==> src/rtl/pipe_control_unit.sv <==
// Pipelined control unit: ID decode, ID/EX/MEM/WB control bundle, load-use and
// redirect hazard handling, and start/done sequencing of multi-cycle channels.
module pipe_control_unit #(
  parameter int          REG_AW     = 5,
  parameter int          MC_CH      = 2,
  parameter logic [3:0]  MC_OP_BASE = 4'hC,
  parameter logic [1:0]  LOAD_RES   = 2'b01
) (
  input  logic              clk,
  input  logic              rst_n,
  input  logic              id_valid,
  input  logic [3:0]        id_op,
  input  logic [2:0]        id_funct3,
  input  logic [REG_AW-1:0] id_rs1,
  input  logic [REG_AW-1:0] id_rs2,
  input  logic [REG_AW-1:0] id_rd,
  input  logic              ex_taken,
  input  logic [MC_CH-1:0]  mc_done,
  output logic [MC_CH-1:0]  mc_start,
  output logic              mc_busy,
  output logic              stall_id,
  output logic              flush_ifid,
  output logic [3:0]        ex_aluctrl,
  output logic              ex_alusrc,
  output logic              ex_a2src,
  output logic [REG_AW-1:0] ex_rd,
  output logic              mem_memwrite,
  output logic [1:0]        mem_be,
  output logic [REG_AW-1:0] mem_rd,
  output logic              wb_regwrite,
  output logic [1:0]        wb_resmux,
  output logic [REG_AW-1:0] wb_rd
);

  typedef struct packed {
    logic              regwrite;
    logic              memwrite;
    logic              branch;
    logic              jump;
    logic              alusrc;
    logic              a2src;
    logic              is_mc;
    logic [1:0]        mc_ch;
    logic [1:0]        resmux;
    logic [1:0]        be;
    logic [3:0]        aluctrl;
    logic [REG_AW-1:0] rd;
  } ex_t;

  typedef struct packed {
    logic              regwrite;
    logic              memwrite;
    logic [1:0]        be;
    logic [1:0]        resmux;
    logic [REG_AW-1:0] rd;
  } mem_t;

  typedef struct packed {
    logic              regwrite;
    logic [1:0]        resmux;
    logic [REG_AW-1:0] rd;
  } wb_t;

  typedef enum logic {IDLE, BUSY} st_t;

  ex_t  dec, ex_q, ex_d;
  mem_t mem_q, mem_d;
  wb_t  wb_q, wb_d;
  logic v_ex_q, v_ex_d, v_mem_q, v_mem_d, v_wb_q, v_wb_d;
  st_t  st_q, st_d;
  logic [MC_CH-1:0] ch_oh_q, ch_oh_d, ex_oh;
  logic [3:0] mc_off;
  logic redirect, load_use, mc_go, mc_stall;

  // Decode table: 0 R-alu, 1 I-alu, 2 load, 3 store, 4 branch, 5 jal, 6 lui,
  // MC_OP_BASE+k multi-cycle channel k; anything else is a bubble.
  always_comb begin
    dec    = '0;
    mc_off = id_op - MC_OP_BASE;
    if (id_valid) begin
      dec.rd = id_rd;
      case (id_op)
        4'h0: begin dec.regwrite = 1'b1; dec.aluctrl = {1'b0, id_funct3}; end
        4'h1: begin dec.regwrite = 1'b1; dec.alusrc = 1'b1; dec.aluctrl = {1'b0, id_funct3}; end
        4'h2: begin dec.regwrite = 1'b1; dec.alusrc = 1'b1; dec.resmux = LOAD_RES; dec.be = id_funct3[1:0]; end
        4'h3: begin dec.memwrite = 1'b1; dec.alusrc = 1'b1; dec.be = id_funct3[1:0]; end
        4'h4: begin dec.branch = 1'b1; dec.aluctrl = {1'b1, id_funct3}; end
        4'h5: begin dec.jump = 1'b1; dec.regwrite = 1'b1; dec.a2src = 1'b1; dec.resmux = 2'b10; end
        4'h6: begin dec.regwrite = 1'b1; dec.alusrc = 1'b1; dec.aluctrl = 4'hF; end
        default: begin
          if (id_op >= MC_OP_BASE && int'(mc_off) < MC_CH) begin
            dec.is_mc    = 1'b1;
            dec.mc_ch    = 2'(mc_off);
            dec.regwrite = 1'b1;
            dec.resmux   = 2'b11;
          end else begin
            dec.rd = '0;
          end
        end
      endcase
    end
  end

  always_comb begin
    redirect = v_ex_q & ((ex_q.branch & ex_taken) | ex_q.jump);
    load_use = id_valid & v_ex_q & (ex_q.resmux == LOAD_RES) & (ex_q.rd != '0) &
               ((ex_q.rd == id_rs1) | (ex_q.rd == id_rs2));
    ex_oh    = MC_CH'(1) << ex_q.mc_ch;
    mc_go    = (st_q == IDLE) & v_ex_q & ex_q.is_mc;
    // Done is only honoured from the channel latched at start.
    mc_stall = mc_go | ((st_q == BUSY) & ~|(mc_done & ch_oh_q));

    st_d    = st_q;
    ch_oh_d = ch_oh_q;
    if (mc_go) begin
      st_d    = BUSY;
      ch_oh_d = ex_oh;
    end else if (st_q == BUSY && !mc_stall) begin
      st_d    = IDLE;
      ch_oh_d = '0;
    end

    ex_d   = ex_q;
    v_ex_d = v_ex_q;
    if (!mc_stall) begin
      if (redirect | load_use) begin
        ex_d   = '0;
        v_ex_d = 1'b0;
      end else begin
        ex_d   = dec;
        v_ex_d = id_valid;
      end
    end

    mem_d   = '0;
    v_mem_d = 1'b0;
    if (!mc_stall) begin
      mem_d   = '{regwrite: ex_q.regwrite, memwrite: ex_q.memwrite, be: ex_q.be,
                  resmux: ex_q.resmux, rd: ex_q.rd};
      v_mem_d = v_ex_q;
    end

    wb_d   = '{regwrite: mem_q.regwrite, resmux: mem_q.resmux, rd: mem_q.rd};
    v_wb_d = v_mem_q;
  end

  always_ff @(posedge clk or negedge rst_n) begin
    if (!rst_n) begin
      ex_q    <= '0;
      mem_q   <= '0;
      wb_q    <= '0;
      v_ex_q  <= 1'b0;
      v_mem_q <= 1'b0;
      v_wb_q  <= 1'b0;
      st_q    <= IDLE;
      ch_oh_q <= '0;
    end else begin
      ex_q    <= ex_d;
      mem_q   <= mem_d;
      wb_q    <= wb_d;
      v_ex_q  <= v_ex_d;
      v_mem_q <= v_mem_d;
      v_wb_q  <= v_wb_d;
      st_q    <= st_d;
      ch_oh_q <= ch_oh_d;
    end
  end

  assign mc_start     = mc_go ? ex_oh : '0;
  assign mc_busy      = (st_q == BUSY);
  assign stall_id     = mc_stall | (load_use & ~redirect);
  assign flush_ifid   = redirect;
  assign ex_aluctrl   = ex_q.aluctrl;
  assign ex_alusrc    = ex_q.alusrc;
  assign ex_a2src     = ex_q.a2src;
  assign ex_rd        = ex_q.rd;
  assign mem_memwrite = v_mem_q & mem_q.memwrite;
  assign mem_be       = mem_q.be;
  assign mem_rd       = mem_q.rd;
  assign wb_regwrite  = v_wb_q & wb_q.regwrite & (wb_q.rd != '0);
  assign wb_resmux    = wb_q.resmux;
  assign wb_rd        = wb_q.rd;

endmodule
==> config.mk <==
export PLATFORM = sky130hd
export DESIGN_NAME = pipe_control_unit
export DESIGN_NICKNAME = d
export VERILOG_FILES = /design/src/rtl/pipe_control_unit.sv
export SDC_FILE = /design/constraint.sdc
export NUM_CORES = 1
export LEC_CHECK = 0
export CAP_MARGIN = 20
export CORE_ASPECT_RATIO = 1.4
export CORE_UTILIZATION = 47
export CTS_CLUSTER_SIZE = 25
export DETAILED_ROUTE_END_ITERATION = 10
export PLACE_DENSITY_LB_ADDON = 0.1
export SKIP_CTS_REPAIR_TIMING = 1
export SLEW_MARGIN = 0
export SYNTH_ARGS = -nofsm -noshare
export SYNTH_HDL_FRONTEND = slang
export SYNTH_SLANG_ARGS = --single-unit
==> constraint.sdc <==
create_clock -name clk -period 2.6 [get_ports clk]
set_clock_uncertainty 0.05 [all_clocks]
set_input_delay 0.39 -clock clk [delete_from_list [all_inputs] [get_ports clk]]
set_output_delay 0.39 -clock clk [all_outputs]
set_load 0.01 [all_outputs]
==> results.yml, run 1 <==
status:
  run_status: "complete, no violations"
critical_path:
  timing.critical_path.cells: "clkdlybuf4s50_1 -> xor2_1 -> nor3_1 -> nand3_1 -> a221oi_4 -> a21o_1 -> dlymetal6s2s_1"
  r2r_start: "ex_rd[0]"
  cp_num_cells: 7
  r2r_slack_ps: 640
  number_of_cells_traversed_by_the_worst_register_to_register_path: 7
  critPathSlowestCell: "sky130_fd_sc_hd__clkdlybuf4s50_1"
  worstPathRequired_ps: 2160
  worst_setup_path_type: "input pin to output port"
  r2r_end: "ex_aluctrl[1]"
  crit_arrival_ps: 1970
  maximum_fanout_along_the_worst_path: 2
  timing.critical_path.from_type: "input pin"
  critPathBufInv: 2
  largest_stage_delay_on_the_critical_path_ps: 430
  critical_path.endpoint_type: "output port"
  cp_top_family: "buffers and inverters"
route:
  route.antenna.remaining_nets: 0
  viasPerCell: 5.141
  routed_wl_um: 4117
  initialDrtViolationCount: 53
  post_drt_wl_per_cell_um: 13.82
  vias: 1532
  detail_route.first_pass.iterations: 4
  number_of_drc_violations_after_detailed_routing: 0
min_path:
  worst_hold_path.endpoint: "wb_q[7]"
  hp-start: "mem_q[10]"
  hold_class: "flip-flop to flip-flop"
  hold_path_depth: 0
layout:
  area.growth.synth_to_final_pct: 29.79
  antennaDiodeCount: 0
  mostFrequentLayoutCell: "sky130_fd_sc_hd__clkdlybuf4s50_1"
  final_core_utilization_pct: 63.78
  postLayoutCellArea_sq_um: 2704
  most-common-layout-cells: "sky130_fd_sc_hd__clkdlybuf4s50_1, sky130_fd_sc_hd__dfrtp_1, sky130_fd_sc_hd__nand2_1, sky130_fd_sc_hd__and3_1, sky130_fd_sc_hd__o41ai_1"
  total_number_of_nets_in_the_final_design: 265
  final_layout_size_suffix_gt1_share_pct: 9.244
clock_network:
  clkTransAtPathRegs_ps: 80
  clock_tree.htree_level_count: 2
  worstSkewPairLatency_ps: 300
  ctsLongestPathBuffers: 2
  clock_tree.root_cell: "sky130_fd_sc_hd__clkbuf_8"
  cts.sinks: 46
  numCtsBuffers: 5
  cts_tree: "built"
global_routing:
  grt_max_degree: 47
  first_pass_grt_wire_length_um: 6334
  first_global_vias: 1347
  grt_use_total_pct: 18.19
  grt_remaining_overflow: 0
  grt_antenna_before_repair: 0
yosys:
  synth_ff_type: "sky130_fd_sc_hd__dfrtp_1"
  share_of_synthesized_flip_flops_with_an_asynchronous_set_or_reset_pct: 100.0
  post_synthesis_instance_area_sq_um: 2083
  netlist-cell-type-count: 34
  number_of_enable_type_register_cells_in_the_synthesized_netlist: 0
  postSynthCellCount: 193
  synth_seq_area_share_pct: 55.26
  synthesis.yosys.warnings: 0
  avgSynthCellArea_sq_um: 10.79
  ys_seq_elements: 46
  synth.net_count: 221
placed_design:
  gp_routability_congestion: 0.8004
  port_buffers: 59
  dpl_worst_slack_ps: -206.4
  placed_cell_area_sq_um: 2575
  dp_hpwl_um: 3062
timing:
  hold_violations: 0
  count_of_pins_over_their_slew_limit: 0
  final.min_clock_period_ps: 2413
  timing.final.setup_violations: 0
  grt_setup_unrepaired: "false"
  fin_ws_ps: 187.4
  slew_headroom_pct: 77.21
  fin_crit_sh_pct: 92.79
  worst-slew-pin-transition_ps: 339.2
  fmax_mhz: 414.5
die:
  design.core.area_sq_um: 4239
  die_h_um: 80.78
  floorplan.rows: 28
  initial_utilization_pct: 49.14
  dieArea_sq_um: 4706
  io_pins: 60
  die_width_um: 58.27
flow_run:
  timing.max_cap.violations: 0
pwr:
  power.density_cell_area_nw_per_um2: 455.1
  power.ir.vdd_worst_mv: 0.2657
  power.leakage_nw: 1.272
[worst reg2reg max path, delay by kind of cell (launching register included)]
family,cells,cell delay (ps)
AND/OR/NAND/NOR,2,320
buffers and inverters,2,370
flip-flops,1,460
XOR/XNOR,1,170
AO/OA/AOI/OAI,2,450
[worst max path at each step]
stage,startpoint,endpoint,slack [ps]
after floorplan,ex_rd[2],stall_id,600
after global placement,id_rs2[2],stall_id,-170
after detailed placement,id_rs2[0],stall_id,-210
after CTS,id_rs2[0],stall_id,-220
after global routing,id_rs1[4],stall_id,80
final,id_rs1[4],stall_id,190
[metal layers]
metal  up-vias  global-route usage (%)  part of all wire (%)
met1       735                   21.26                    39
met5         -                       0                     0
met4         0                   7.857                   2.3
li1        741                       -                     -
met3        10                   4.299                   4.0
met2        46                   31.61                    55
[sequential cells by signal, indices dropped and copies added (netlist names)]
| name | flops |
|---|---|
| ex_q | 11 |
| ex_rd | 5 |
| mem_rd | 5 |
| wb_rd | 5 |
| ex_aluctrl | 4 |
| mem_q | 4 |
| ch_oh_q | 2 |
| mem_be | 2 |
| wb_resmux | 2 |
| ex_alusrc | 1 |
| mc_busy | 1 |
| v_ex_q | 1 |
| v_mem_q | 1 |
| v_wb_q | 1 |
| wb_q | 1 |
[layout make-up]
cell class / instances / area [sq um]
multi-input combinational: 113 / 703.2
sequential: 46 / 1152
timing repair buffer: 69 / 678.2
fill: 373 / 1535
inverter: 2 / 7.507
clock inverter: 3 / 18.77
tap: 60 / 75.07
clock buffer: 5 / 68.82
[power breakdown]
group	leakage (nW)	switching, W	internal (W)
Combinational	0.587	0.0000419	0.0000505
Sequential	0.636	0	0.000715
Clock	0.0483	0.000234	0.000189
[cells in the mapped netlist (all sizes together), types with 2 or more instances]
| cell | count | area (sq um) |
|---|---|---|
| nor2 | 5 | 18.77 |
| inv | 2 | 7.510 |
| xor2 | 6 | 52.55 |
| clkbuf | 7 | 26.28 |
| and3 | 12 | 75.07 |
| o41ai | 12 | 105.1 |
| buf | 25 | 195.2 |
| nand2 | 35 | 131.4 |
| nand2b | 2 | 12.51 |
| and2 | 2 | 12.51 |
| a21o | 3 | 22.52 |
| o31ai | 8 | 60.06 |
| nor3 | 4 | 20.02 |
| nand3 | 3 | 15.01 |
| xnor2 | 4 | 35.03 |
| dfrtp | 46 | 1151 |
| o21ai | 2 | 10.00 |
[through the flow]
stage / setup TNS, ps / hold WS (ps) / total power, W / cells
6_report: 0 / 303.2 / 0.001230 / 298
5_1_grt: 0 / 308.9 / 0.001279 / 298
4_1_cts: -218.1 / 237.2 / 0.001242 / 295
3_5_place_dp: -206.4 / 287.1 / 0.0008180 / 287
3_3_place_gp: -174.6 / 287.8 / 0.0008157 / 287
2_1_floorplan: 0 / 44.41 / 0.0007539 / 193
[kinds of logic after synthesis]
| group | count (synthesis) | synth area share [%] |
|---|---|---|
| buffers and inverters | 34 | 10.99 |
| AOI/OAI and AO/OA | 33 | 13.51 |
| and+or+nand+nor | 70 | 16.04 |
| DFF | 46 | 55.26 |
| xor gates and xnor gates | 10 | 4.204 |
Power figures use the tool's default switching activity.
==> inputs of run 2 (changes only) <==
--- a/config.mk
+++ b/config.mk
@@ -5,7 +5,7 @@
 export SDC_FILE = /design/constraint.sdc
 export NUM_CORES = 1
 export LEC_CHECK = 0
-export CAP_MARGIN = 20
+export CAP_MARGIN = 40
 export CORE_ASPECT_RATIO = 1.4
 export CORE_UTILIZATION = 47
 export CTS_CLUSTER_SIZE = 25
==> results.yml, run 2 (synthesized netlist as in run 1, its figures left out) <==
status:
  run_status: "complete, no violations"
clock_network:
  clkTransAtPathRegs_ps: 70
  cts_tree: "built"
  worstSkewPairLatency_ps: 300
  numCtsBuffers: 5
  ctsLongestPathBuffers: 2
  clock_tree.root_cell: "sky130_fd_sc_hd__clkbuf_8"
  cts.sinks: 46
  clock_tree.htree_level_count: 2
die:
  dieArea_sq_um: 4706
  initial_utilization_pct: 49.14
  die_h_um: 80.78
  die_width_um: 58.27
  io_pins: 60
  floorplan.rows: 28
  design.core.area_sq_um: 4239
pwr:
  power.density_cell_area_nw_per_um2: 486.5
  power.ir.vdd_worst_mv: 0.5650
  clkPwrFrac_pct: 39.3
  power_frac_seq_pct: 53.6
  power.switching_fraction_pct: 20.95
  fin_total_pwr_w: 0.001332
  share_comb_of_total_power_pct: 7.0
  power_report.internal_total_w: 0.001053
  switchingPower_w: 0.0002792
  power.leakage_nw: 1.283
global_routing:
  grt_max_degree: 31
  grt_use_total_pct: 19.06
  grt_antenna_before_repair: 0
  grt_remaining_overflow: 0
  first_pass_grt_wire_length_um: 6686
  first_global_vias: 1462
layout:
  postLayoutCellArea_sq_um: 2739
  area.growth.synth_to_final_pct: 31.47
  sequential_cell_area_sq_um: 1152
  antennaDiodeCount: 0
  most-common-layout-cells: "sky130_fd_sc_hd__clkdlybuf4s50_1, sky130_fd_sc_hd__dfrtp_1, sky130_fd_sc_hd__nand2_1, sky130_fd_sc_hd__and3_1, sky130_fd_sc_hd__o41ai_1"
  max_flop_register: "ex_q"
  final_layout_size_suffix_gt1_share_pct: 10.08
  max_reg_flops: 11
  multi_input_comb_area_sq_um: 713.2
  final.fill_count: 359
  mostFrequentLayoutCell: "sky130_fd_sc_hd__clkdlybuf4s50_1"
  total_number_of_nets_in_the_final_design: 265
  final_core_utilization_pct: 64.61
critical_path:
  cp-startpoint: "id_rs1[4]"
  r2r_end: "ex_rd[4]"
  maximum_fanout_along_the_worst_path: 2
  r2r_slack_ps: 650
  timing.critical_path.from_type: "input pin"
  r2r_start: "ex_rd[0]"
  number_of_cells_traversed_by_the_worst_register_to_register_path: 7
  worst_setup_path_type: "input pin to output port"
  worstPathRequired_ps: 2160
  crit_arrival_ps: 1930
  critical_path.endpoint_type: "output port"
  end_of_the_critical_path: "stall_id"
placed_design:
  placed_cell_area_sq_um: 2595
  gp_routability_congestion: 0.8004
  port_buffers: 59
  dp_hpwl_um: 3118
  dpl_worst_slack_ps: -194.0
route:
  met3RoutedLength_um: 157
  detail_route.first_pass.iterations: 4
  number_of_drc_violations_after_detailed_routing: 0
  route.top_layer_used: "met4"
  initialDrtViolationCount: 71
  wl_met2_um: 2272
  route.antenna.remaining_nets: 0
  met1_length_um: 1668
  viasPerCell: 5.191
  vias: 1547
  routed_wl_um: 4181
  post_drt_wl_per_cell_um: 14.03
timing:
  fin_crit_sh_pct: 91.10
  final.min_clock_period_ps: 2369
  hold_violations: 0
  worst-slew-pin-transition_ps: 390.2
  slew_headroom_pct: 73.99
  grt_setup_unrepaired: "false"
  timing.final.setup_violations: 0
  count_of_pins_over_their_slew_limit: 0
  fin_ws_ps: 231.3
  holdWs_ps: 309.5
  fmax_mhz: 422.2
min_path:
  hold_class: "flip-flop to flip-flop"
flow_run:
  timing.max_cap.violations: 0
## run 2: layout make-up
| class | count | share of cell area (%) |
|---|---|---|
| clock inverter | 3 | 1.599 |
| clock buffer | 5 | 2.513 |
| multi-input combinational | 113 | 26.04 |
| tap | 60 | 2.741 |
| inverter | 2 | 0.2741 |
| timing repair buffer | 69 | 24.76 |
| sequential | 46 | 42.07 |
## run 2: power groups by stage
| stage | clock network, W | registers, W | logic, W |
|---|---|---|---|
| global placement | 0 | 0.000729 | 0.0000867 |
| floorplan | 0 | 0.000729 | 0.0000247 |
| global route | 0.000571 | 0.000715 | 0.000104 |
| CTS | 0.000542 | 0.000715 | 0.0000926 |
| finish | 0.000524 | 0.000715 | 0.0000934 |
| detailed placement | 0 | 0.000729 | 0.0000925 |
## run 2: how the worst min path moves through the flow
stage | start | to | slack, ps | depth (start not counted)
finish | mem_q[6] | wb_resmux[1] | 310 | 0
global route | mem_q[6] | wb_resmux[1] | 320 | 0
CTS | rst_n | wb_q[7] | -40 | 1
detailed placement | rst_n | wb_q[7] | 290 | 1
global placement | mem_q[10] | wb_q[7] | 290 | 0
floorplan | rst_n | ch_oh_q[0] | 40 | 0
## run 2: stage by stage
step,TNS (ps),instances
after CTS,-209.0,296
after detailed placement,-194.0,288
after global routing,0,298
final,0,298
after global placement,-174.6,287
after floorplan,0,193
## run 2: critical path: stages
cell and delay [ps]:
sky130_fd_sc_hd__clkdlybuf4s50_1 430, sky130_fd_sc_hd__xor2_1 160, sky130_fd_sc_hd__nor3_2 200, sky130_fd_sc_hd__nand3_2 110
sky130_fd_sc_hd__a221oi_4 320, sky130_fd_sc_hd__a21o_1 160, sky130_fd_sc_hd__dlymetal6s2s_1 150
## run 2: per-layer routing
metal | GRT usage (%) | up-vias
met3 | 4.140 | 7
li1 | - | 736
met4 | 8.095 | 0
met1 | 21.95 | 761
met5 | 0 | -
met2 | 33.79 | 43
